### src/rtl/c2h_gather_if.sv
// AXI4-Stream link carrying the framed C2H packet toward the XDMA channel.
interface c2h_gather_if #(
  parameter int DATA_WIDTH      = 128,
  parameter int BYTE_BIT_ENABLE = DATA_WIDTH/8
);
  logic [DATA_WIDTH-1:0]      tdata;
  logic                       tvalid;
  logic                       tready;
  logic                       tlast;
  logic [BYTE_BIT_ENABLE-1:0] tkeep;

  modport master (output tdata, tvalid, tlast, tkeep, input tready);
  modport slave  (input tdata, tvalid, tlast, tkeep, output tready);
endinterface

### src/rtl/c2h_gather.sv
// Drains the per-column result FIFOs in column order and frames them as one
// AXI4-Stream packet: a summary header beat followed by every result beat.
module c2h_gather #(
  parameter int DATA_WIDTH      = 128,
  parameter int BYTE_BIT_ENABLE = DATA_WIDTH/8,
  parameter int COL_MAX_SIZE    = 4
) (
  input  logic                               user_clk,
  input  logic                               user_rst,
  input  logic                               start,
  input  logic [16*COL_MAX_SIZE-1:0]         result_rows,
  input  logic [DATA_WIDTH*COL_MAX_SIZE-1:0] result_fifo_dout,
  input  logic [COL_MAX_SIZE-1:0]            result_fifo_empty,
  output logic [COL_MAX_SIZE-1:0]            result_fifo_rd_en,
  c2h_gather_if.master                       m_axis_c2h,
  output logic                               gather_done
);
  localparam int COL_W = (COL_MAX_SIZE > 1) ? $clog2(COL_MAX_SIZE) : 1;

  typedef enum logic [1:0] {IDLE, HEADER, STREAM, DONE} state_t;
  state_t state, state_nxt;

  logic [15:0]                row_cnt [COL_MAX_SIZE];
  logic [31:0]                total;
  logic [31:0]                remaining;
  logic [COL_W-1:0]           col_sel;
  logic [DATA_WIDTH-1:0]      tdata;
  logic                       tvalid;
  logic                       tlast;
  logic [BYTE_BIT_ENABLE-1:0] tkeep;

  logic [31:0]           start_total;
  logic [COL_W-1:0]      start_col;
  logic                  start_found;
  logic [COL_W-1:0]      next_col;
  logic                  next_found;
  logic [DATA_WIDTH-1:0] header;
  logic                  can_load;
  logic                  pop;
  logic                  load_hdr;
  logic                  last_hs;

  // Packet size and first populated column from the rows presented with start.
  always_comb begin
    start_total = '0;
    start_col   = '0;
    start_found = 1'b0;
    for (int unsigned i = 0; i < COL_MAX_SIZE; i++) begin
      start_total = start_total + 32'(result_rows[16*i +: 16]);
      if (!start_found && (result_rows[16*i +: 16] != '0)) begin
        start_col   = COL_W'(i);
        start_found = 1'b1;
      end
    end
  end

  // Next populated column above the current one; empty columns are skipped.
  always_comb begin
    next_col   = col_sel;
    next_found = 1'b0;
    for (int unsigned i = 0; i < COL_MAX_SIZE; i++) begin
      if (!next_found && (COL_W'(i) > col_sel) && (row_cnt[i] != '0)) begin
        next_col   = COL_W'(i);
        next_found = 1'b1;
      end
    end
  end

  // Header beat: per-column row counts, packet total and a fixed tag.
  always_comb begin
    header         = '0;
    header[31:0]   = 32'h0000_C2A0;
    header[63:32]  = total;
    for (int unsigned i = 0; i < COL_MAX_SIZE; i++) begin
      if (i < 4) header[64+16*i +: 16] = row_cnt[i];
    end
  end

  // State register.
  always_ff @(posedge user_clk or posedge user_rst) begin
    if (user_rst) state <= IDLE;
    else          state <= state_nxt;
  end

  // Next-state logic.
  always_comb begin
    state_nxt = state;
    unique case (state)
      IDLE:    if (start) state_nxt = HEADER;
      HEADER:  if (can_load) state_nxt = (total == '0) ? DONE : STREAM;
      STREAM:  if (pop && (remaining == 32'd1)) state_nxt = DONE;
      DONE:    if (last_hs) state_nxt = IDLE;
      default: state_nxt = IDLE;
    endcase
  end

  // Handshake-derived controls; the FIFO pop is combinational from the load slot.
  always_comb begin
    can_load          = !tvalid || m_axis_c2h.tready;
    load_hdr          = (state == HEADER) && can_load;
    pop               = (state == STREAM) && can_load && !result_fifo_empty[col_sel];
    last_hs           = (state == DONE) && tvalid && m_axis_c2h.tready && tlast;
    result_fifo_rd_en = '0;
    if (pop) result_fifo_rd_en[col_sel] = 1'b1;
  end

  // Counters, column cursor, output beat register and completion pulse.
  always_ff @(posedge user_clk or posedge user_rst) begin
    if (user_rst) begin
      for (int unsigned i = 0; i < COL_MAX_SIZE; i++) row_cnt[i] <= '0;
      total       <= '0;
      remaining   <= '0;
      col_sel     <= '0;
      tdata       <= '0;
      tvalid      <= 1'b0;
      tlast       <= 1'b0;
      gather_done <= 1'b0;
    end else begin
      gather_done <= last_hs;
      if ((state == IDLE) && start) begin
        for (int unsigned i = 0; i < COL_MAX_SIZE; i++) row_cnt[i] <= result_rows[16*i +: 16];
        total     <= start_total;
        remaining <= start_total;
        col_sel   <= start_col;
      end
      if (load_hdr) begin
        tdata  <= header;
        tvalid <= 1'b1;
        tlast  <= (total == '0);
      end else if (pop) begin
        tdata            <= result_fifo_dout[DATA_WIDTH*int'(col_sel) +: DATA_WIDTH];
        tvalid           <= 1'b1;
        tlast            <= (remaining == 32'd1);
        row_cnt[col_sel] <= row_cnt[col_sel] - 16'd1;
        remaining        <= remaining - 32'd1;
        if (row_cnt[col_sel] == 16'd1) col_sel <= next_col;
      end else if (can_load) begin
        tvalid <= 1'b0;
        tlast  <= 1'b0;
      end
    end
  end

  assign tkeep             = tvalid ? '1 : '0;
  assign m_axis_c2h.tdata  = tdata;
  assign m_axis_c2h.tvalid = tvalid;
  assign m_axis_c2h.tlast  = tlast;
  assign m_axis_c2h.tkeep  = tkeep;
endmodule

### src/flat_wrapper.sv
// flat-port wrapper written by rule: the top's interface ports become plain ports
module c2h_gather_flat 
#(
  parameter int DATA_WIDTH      = 128,
  parameter int BYTE_BIT_ENABLE = DATA_WIDTH/8,
  parameter int COL_MAX_SIZE    = 4
)
  (user_clk, user_rst, start, result_rows, result_fifo_dout, result_fifo_empty, result_fifo_rd_en, gather_done, m_axis_c2h_tdata, m_axis_c2h_tvalid, m_axis_c2h_tlast, m_axis_c2h_tkeep, m_axis_c2h_tready);
  c2h_gather_if #(.DATA_WIDTH(DATA_WIDTH), .BYTE_BIT_ENABLE(BYTE_BIT_ENABLE)) m_axis_c2h_i ();
  input  logic user_clk;
  input  logic user_rst;
  input  logic start;
  input  logic [16*COL_MAX_SIZE-1:0] result_rows;
  input  logic [DATA_WIDTH*COL_MAX_SIZE-1:0] result_fifo_dout;
  input  logic [COL_MAX_SIZE-1:0] result_fifo_empty;
  output logic [COL_MAX_SIZE-1:0] result_fifo_rd_en;
  output logic gather_done;
  output wire logic [$bits(m_axis_c2h_i.tdata)-1:0] m_axis_c2h_tdata;
  output wire logic [$bits(m_axis_c2h_i.tvalid)-1:0] m_axis_c2h_tvalid;
  output wire logic [$bits(m_axis_c2h_i.tlast)-1:0] m_axis_c2h_tlast;
  output wire logic [$bits(m_axis_c2h_i.tkeep)-1:0] m_axis_c2h_tkeep;
  input wire logic [$bits(m_axis_c2h_i.tready)-1:0] m_axis_c2h_tready;
  assign m_axis_c2h_tdata = m_axis_c2h_i.tdata;
  assign m_axis_c2h_tvalid = m_axis_c2h_i.tvalid;
  assign m_axis_c2h_tlast = m_axis_c2h_i.tlast;
  assign m_axis_c2h_tkeep = m_axis_c2h_i.tkeep;
  assign m_axis_c2h_i.tready = m_axis_c2h_tready;
  c2h_gather #(.DATA_WIDTH(DATA_WIDTH), .BYTE_BIT_ENABLE(BYTE_BIT_ENABLE), .COL_MAX_SIZE(COL_MAX_SIZE)) u_core (.user_clk(user_clk), .user_rst(user_rst), .start(start), .result_rows(result_rows), .result_fifo_dout(result_fifo_dout), .result_fifo_empty(result_fifo_empty), .result_fifo_rd_en(result_fifo_rd_en), .m_axis_c2h(m_axis_c2h_i), .gather_done(gather_done));
endmodule
### config.mk
export PLATFORM = sky130hd
export DESIGN_NAME = c2h_gather_flat
export DESIGN_NICKNAME = d
export VERILOG_FILES = /design/src/rtl/c2h_gather_if.sv /design/src/rtl/c2h_gather.sv /design/src/flat_wrapper.sv
export SDC_FILE = /design/constraint.sdc
export NUM_CORES = 1
export LEC_CHECK = 0
export CAP_MARGIN = 20
export CORE_AREA = 2 2 284 286
export CTS_BUF_LIST = sky130_fd_sc_hd__clkbuf_8
export CTS_CLUSTER_DIAMETER = 60
export DETAILED_ROUTE_END_ITERATION = 7
export DIE_AREA = 0 0 286 288
export PLACE_DENSITY_LB_ADDON = 0.15
export SLEW_MARGIN = 25
export SYNTH_ARGS = -nofsm -noshare
export SYNTH_HDL_FRONTEND = slang
export SYNTH_SLANG_ARGS = --single-unit
### constraint.sdc
create_clock -name user_clk -period 8.91 [get_ports user_clk]
set_input_delay 1.3365 -clock user_clk [delete_from_list [all_inputs] [get_ports user_clk]]
set_output_delay 1.3365 -clock user_clk [all_outputs]
set_load 0.02 [all_outputs]
==> metrics.cfg, run 1 <==
[finish]
layout-drive-gt1-share_pct=11.6
areaGrowthSynthToFinish_pct=55.1
design_area_um2=27000
fin_nets=3129
fin_util_pct=33.9
final_cells=3593

[timing]
report.final.slew_viol_count=0
layout_min_cycle_time_ns=5.74
skew_ns=0.0341
grt_setup_unrepaired=false
finalHoldViolCount=0
relSlewSlack_pct=28.9
clock.fmax_mhz=174
tightest_slew_ns=1.07
setup_tns_ns=0
setup_viol=0
fin_crit_sh_pct=64.4

[floorplanning]
die_x_um=286
die_y_um=288
start_util_pct=21.9
io_pins=735
dieArea_um2=82400
coreArea_um2=79600
rows=104

[clocking]
post_cts_buffers=0
numCtsBuffers=52
clk_path_buf_depth=3
clkLatencyLatePin_ns=0.65
cts_resized=0
cts-root-buf=clkbuf_8
cts_tree=done
path_clk_slew_ns=0.06
cts_num_sinks=249
htreeDepth=2
cts_hold_repair.buffers=0

[critical_path]
r2r-end=u_core.m_axis_c2h.tdata[75]
worstSetupEndpointType=flop
crit_fanout=7
cp.arrival_ns=6.29
crit_start=result_rows[16]
endpoint=u_core.remaining[16]
crit_slowest_cell=clkdlybuf4s50_1
crit_type=in -> reg
critPathLaunchType=input port
ff2ff_path_depth=8
regToRegStartpoint=u_core.col_sel[0]
max_stage_delay_ns=0.54
required_ns=9.46
reg2reg_slack_ns=4.53
cp_cell_sequence=clkdlybuf4s50_1 -> ha_1 -> inv_1 -> fa_1 -> nor2b_1 -> o2111ai_1 -> a21oi_1 -> nor3_1 -> o31ai_1 -> xnor2_1 -> fa_1 -> inv_1 -> ha_1 -> and3_1 -> a2111oi_0 -> a311o_1 -> o21ba_2 -> xnor2_1 -> a221oi_1

[detailed_routing]
viasPerCell=5.00
drtIter0Drc=1261
via_count=18000
routed_wl_um=98100
routedWlPerCell_um=27.3
drc=0
firstDrtPassIters=5
drtAntennaViolNets=0

[logic_synthesis]
ys_async_sr_fraction_pct=100
synthMuxAreaShare_pct=20.3
synth_edf_count=0
synth_cell_types=72
synthAdderAreaFrac_pct=5.01
yosysWarningCount=0
synth_xor_area_share_pct=2.06
yosys.area.top_type=dfrtp_1
ys_ff_latch=249
synth_top_family_by_area=multiplexers
ys_top_cells_by_area=dfrtp_1 36%, mux4_2 19%, nand2_1 7.2%, a21oi_1 3.8%, a31oi_1 3.3%
synth-main-ff-cell=dfrtp_1
synth_compound_area_share_pct=14.9
syn_nets=2453
synth-simple-area-share_pct=16.8
avgSynthCellArea_um2=9.63
synthesis.instances=1810
synth_top_area_share_pct=35.8
ys_seq_area_share_pct=35.8
synth_area_um2=17400

[placed_design]
hpwl_um=79300
dpl-instance-area_um2=25700
place.gp.congestion=0.919
placed_cells=3491
portBuffers=734

[power_and_ir_drop]
ir_worst_vdd_uv=103
powerDensity_nw_per_um2=281
power_leakage_nw=10.6

[hold_path]
worstHoldStart=u_core.remaining[30]
hold_depth=1
worstHoldPathType=reg -> reg

[run_status]
status=completed

[global_routing]
grt_use_total_pct=23.1
grt_max_degree=89
grt_pass1_vias=18600
grt_pass1_wl_um=138000
grt_remaining_overflow=0
antenna_found_initial=23

[run]
max_cap_viol_count=0

==> layer usage <==
metal / track usage [%] / vias to the layer above / routed length, um / part of all wire, %
li1: - / 8014 / - / -
met1: 30.6 / 9067 / 41700 / 43
met2: 38.4 / 727 / 47200 / 48
met3: 4.86 / 134 / 6560 / 6.7
met4: 5.99 / 16 / 2440 / 2.5
met5: 0 / - / 99 / 0.10
==> layout by cell type, fill, tap and decap left out, types with 13 or more instances in the layout <==
master,netlist,layout
o21ai_0,68,68
clkdlybuf4s50_1,0,734
a21oi_1,131,130
inv_1,73,80
clkbuf_8,0,69
fa_1,18,18
xnor2_1,26,26
mux2i_1,24,24
ha_1,41,41
a21o_1,14,14
nand3_1,18,18
nand4_1,13,13
a31oi_1,91,91
nor3_1,26,26
buf_4,19,24
nor4_1,38,37
mux4_2,144,144
nor2_1,145,143
a211oi_1,54,54
and3_1,28,28
dfrtp_1,249,247
nand2_1,335,333
xor2_1,15,15
==> cell type report <==
| type | instances | area [um^2] |
|---|---|---|
| Fill cell | 8195 | 52600 |
| Multi-Input combinational cell | 1347 | 10300 |
| Timing Repair Buffer | 763 | 7590 |
| Sequential cell | 249 | 6240 |
| Tap cell | 1060 | 1330 |
| Clock buffer | 69 | 950 |
| Clock inverter | 25 | 292 |
| Inverter | 73 | 282 |
| Antenna cell | 7 | 17.5 |
==> logic make-up after synthesis <==
family                   after synthesis
AO/OA/AOI/OAI                        421
XOR/XNOR                              41
adder cells (fa/ha/maj)               59
buffers and inverters                214
flip-flops                           249
multiplexers                         172
AND/OR/NAND/NOR                      654
==> worst min path at each step <==
stage / to / slack [ns]
finish: u_core.remaining[30] / 0.46
global route: u_core.remaining[30] / 0.48
CTS: u_core.remaining[30] / 0.47
detailed placement: u_core.remaining[30] / 0.46
global placement: u_core.remaining[30] / 0.46
floorplan: u_core.remaining[30] / 0.43
==> stage by stage <==
step	setup slack [ns]	total power [W]	hold WS (ns)
2_1_floorplan	0.730	0.00415	0.430
3_3_place_gp	2.55	0.00613	0.463
3_5_place_dp	2.56	0.00615	0.460
4_1_cts	3.11	0.00769	0.470
5_1_grt	2.93	0.00804	0.479
6_report	3.17	0.00759	0.463
==> report_power, final <==
part	leakage, nW	switching (W)	internal (W)
Clock	0.668	0.000592	0.000871
Sequential	3.04	0.000605	0.00167
Combinational	6.85	0.00224	0.00162
==> state kept, by name, summed over array words and instances (netlist names) <==
signal / flops
u_core.m_axis_c2h.tdata: 128
u_core.remaining: 32
u_core.state: 2
u_core.gather_done: 1
u_core.col_sel: 2
u_core.m_axis_c2h.tlast: 1
u_core.total: 18
u_core.m_axis_c2h.tvalid: 1
u_core.header: 64
==> critical path, delay by kind of cell <==
family / cells / cell delay (ns)
AOI/OAI and AO/OA: 7 / 1.94
xor gates and xnor gates: 2 / 0.31
adders and majority gates: 4 / 1.50
buffers and inverters: 3 / 0.64
and+or+nand+nor: 3 / 0.56
==> synth_stat cells (24+ instances only) <==
master,number
a211oi_1,54
a21oi_1,131
a31oi_1,91
and3_1,28
buf_2,26
clkbuf_1,91
dfrtp_1,249
ha_1,41
inv_1,73
mux2i_1,24
mux4_2,144
nand2_1,335
nor2_1,145
nor3_1,26
nor4_1,38
o21ai_0,68
xnor2_1,26
Power figures use the tool's default switching activity.
==> inputs of run 2 (changes only) <==
==> constraint.sdc (replaced) <==
create_clock -name user_clk -period 4.98 [get_ports user_clk]
set_input_delay 0.747 -clock user_clk [delete_from_list [all_inputs] [get_ports user_clk]]
set_output_delay 0.747 -clock user_clk [all_outputs]
set_load 0.02 [all_outputs]
==> run 2 against run 1 <==
- clock-buffer cell count shrank 6
- combinational power grew 82%
- worst hold slack gained 0.020 ns
- non-clock buffer count grew 69
- largest cell class unchanged
==> metrics.cfg, run 2 (synthesized netlist as in run 1, its figures left out) <==
[critical_path]
critPathLaunchType=input port
cp.arrival_ns=5.23
reg2reg_slack_ns=1.55
worstSetupEndpointType=flop
crit_type=in -> reg
crit_start=result_rows[0]
regToRegStartpoint=u_core.col_sel[1]
r2r-end=u_core.header[72]
endpoint=u_core.total[15]
required_ns=5.49
crit_fanout=6
ff2ff_path_depth=9

[clocking]
cts_num_sinks=249
cts_tree=done
path_clk_slew_ns=0.06
clk_path_buf_depth=3
cts-root-buf=clkbuf_8
htreeDepth=2
clkLatencyLatePin_ns=0.64
numCtsBuffers=52
post_cts_buffers=0
cts_hold_repair.buffers=0

[power_and_ir_drop]
seqPwrFrac_pct=30.2
p_total_w=0.0133
p_clk_share_pct=17.1
switching_share_pct=45.3
power_leakage_nw=10.8
internal_power_w=0.00729
ir_worst_vdd_uv=214
p_sw_w=0.00604
powerDensity_nw_per_um2=487
combPwrFrac_pct=52.7

[timing]
clock.fmax_mhz=212
layout_min_cycle_time_ns=4.72
report.final.slew_viol_count=0
fin_crit_sh_pct=94.8
relSlewSlack_pct=31.5
grt_setup_unrepaired=false
skew_ns=0.0295
finalHoldViolCount=0
tightest_slew_ns=1.03
setup_viol=0

[finish]
final_cell_mix=734 x clkdlybuf4s50_1, 333 x nand2_1, 247 x dfrtp_1
areaGrowthSynthToFinish_pct=57.2
design_area_um2=27400
layout-drive-gt1-share_pct=13.4
largest_register_ffs=128
fin_nets=3198
final_common_cell=clkdlybuf4s50_1
largest_register=u_core.m_axis_c2h.tdata

[placed_design]
portBuffers=734
hpwl_um=80400
place.gp.congestion=0.909
dpl-instance-area_um2=26300

[floorplanning]
die_x_um=286
rows=104
dieArea_um2=82400
coreArea_um2=79600
start_util_pct=21.9
io_pins=735
die_y_um=288

[detailed_routing]
routed_wl_um=99100
routedWlPerCell_um=27.1
drtAntennaViolNets=0
drtIter0Drc=1330
via_count=18300
top_layer=met5
wl_met1_um=41900
drc=0
viasPerCell=5.00
met2_length_um=48200
wl_met3_um=7010
firstDrtPassIters=5

[hold_path]
worstHoldPathType=reg -> reg
hold_depth=1

[global_routing]
grt_max_degree=149
grt_use_total_pct=23.5
grt_pass1_vias=18900
grt_pass1_wl_um=140000
antenna_found_initial=23
grt_remaining_overflow=0

[run_status]
status=completed

[run]
max_cap_viol_count=0

## run 2: cell types whose count changed in the layout (fill, tap and decap cells not counted), sizes merged
cell	before	now
inv	84	91
clkinvlp	1	3
buf	28	98
clkinv	7	5
bufinv	6	2
clkbuf	70	63
## run 2: worst min-delay path by stage
stage	slack (ns)	from	to
2_1_floorplan	0.43	u_core.remaining[30]	u_core.remaining[30]
3_3_place_gp	0.47	u_core.remaining[30]	u_core.remaining[30]
3_5_place_dp	0.47	u_core.remaining[30]	u_core.remaining[30]
4_1_cts	0.48	u_core.remaining[30]	u_core.remaining[30]
5_1_grt	0.49	u_core.remaining[30]	u_core.remaining[30]
6_report	0.48	u_core.remaining[30]	u_core.remaining[30]
## run 2: power groups by stage
stage                     clock network [W]  registers, W  logic [W]
after floorplan                           0       0.00419    0.00324
after global placement                    0       0.00405    0.00704
after detailed placement                  0       0.00405    0.00706
after CTS                           0.00234       0.00404    0.00710
after global routing                0.00244       0.00414    0.00762
final                               0.00228       0.00403    0.00702
## run 2: per-stage QoR
| step | setup TNS [ns] | instances | hold slack (ns) | util, % | worst slack [ns] |
|---|---|---|---|---|---|
| after floorplan | 0 | 1810 | 0.430 | - | 0.497 |
| after global routing | 0 | 3654 | 0.488 | 34.4 | 0.0286 |
| after CTS | 0 | 3652 | 0.476 | 34.4 | 0.172 |
| after global placement | -1.91 | 3561 | 0.467 | 33.0 | -0.413 |
| after detailed placement | -2.51 | 3561 | 0.468 | 33.0 | -0.486 |
| final | 0 | 3659 | 0.483 | 34.4 | 0.261 |
## run 2: final cells by class
type / count / area (um^2)
clock buffers: 63 / 867
well taps: 1060 / 1330
diodes: 7 / 17.5
repair buffers: 832 / 8160
flip-flops and latches: 249 / 6240
fillers: 8253 / 52200
clock inverters: 28 / 184
multi-input cells: 1347 / 10300
inverters: 73 / 278
## run 2: worst max-delay path, stage by stage
cell,delay [ns]
clkdlybuf4s50_1,0.49
ha_1,0.19
inv_1,0.06
fa_1,0.39
nor2b_1,0.17
o2111ai_1,0.15
a21oi_1,0.21
buf_4,0.17
nor3_1,0.08
o31ai_2,0.30
xnor2_1,0.13
fa_1,0.50
inv_1,0.05
ha_1,0.29
buf_4,0.17
a21oi_1,0.12
o21ai_0,0.13
a211oi_1,0.30
a21oi_2,0.13
xor2_1,0.16
mux2_2,0.27
## run 2: routing by layer
metal	vias to the layer above	track usage, %
met5	-	0
met4	12	5.04
met3	115	5.56
met2	727	39.6
met1	9295	30.6
li1	8154	-
## run 2: timing repair
item	4_1_cts	5_1_grt
setup endpoints to repair	0	5
gates resized for setup	0	4
hold endpoints to repair	0	0
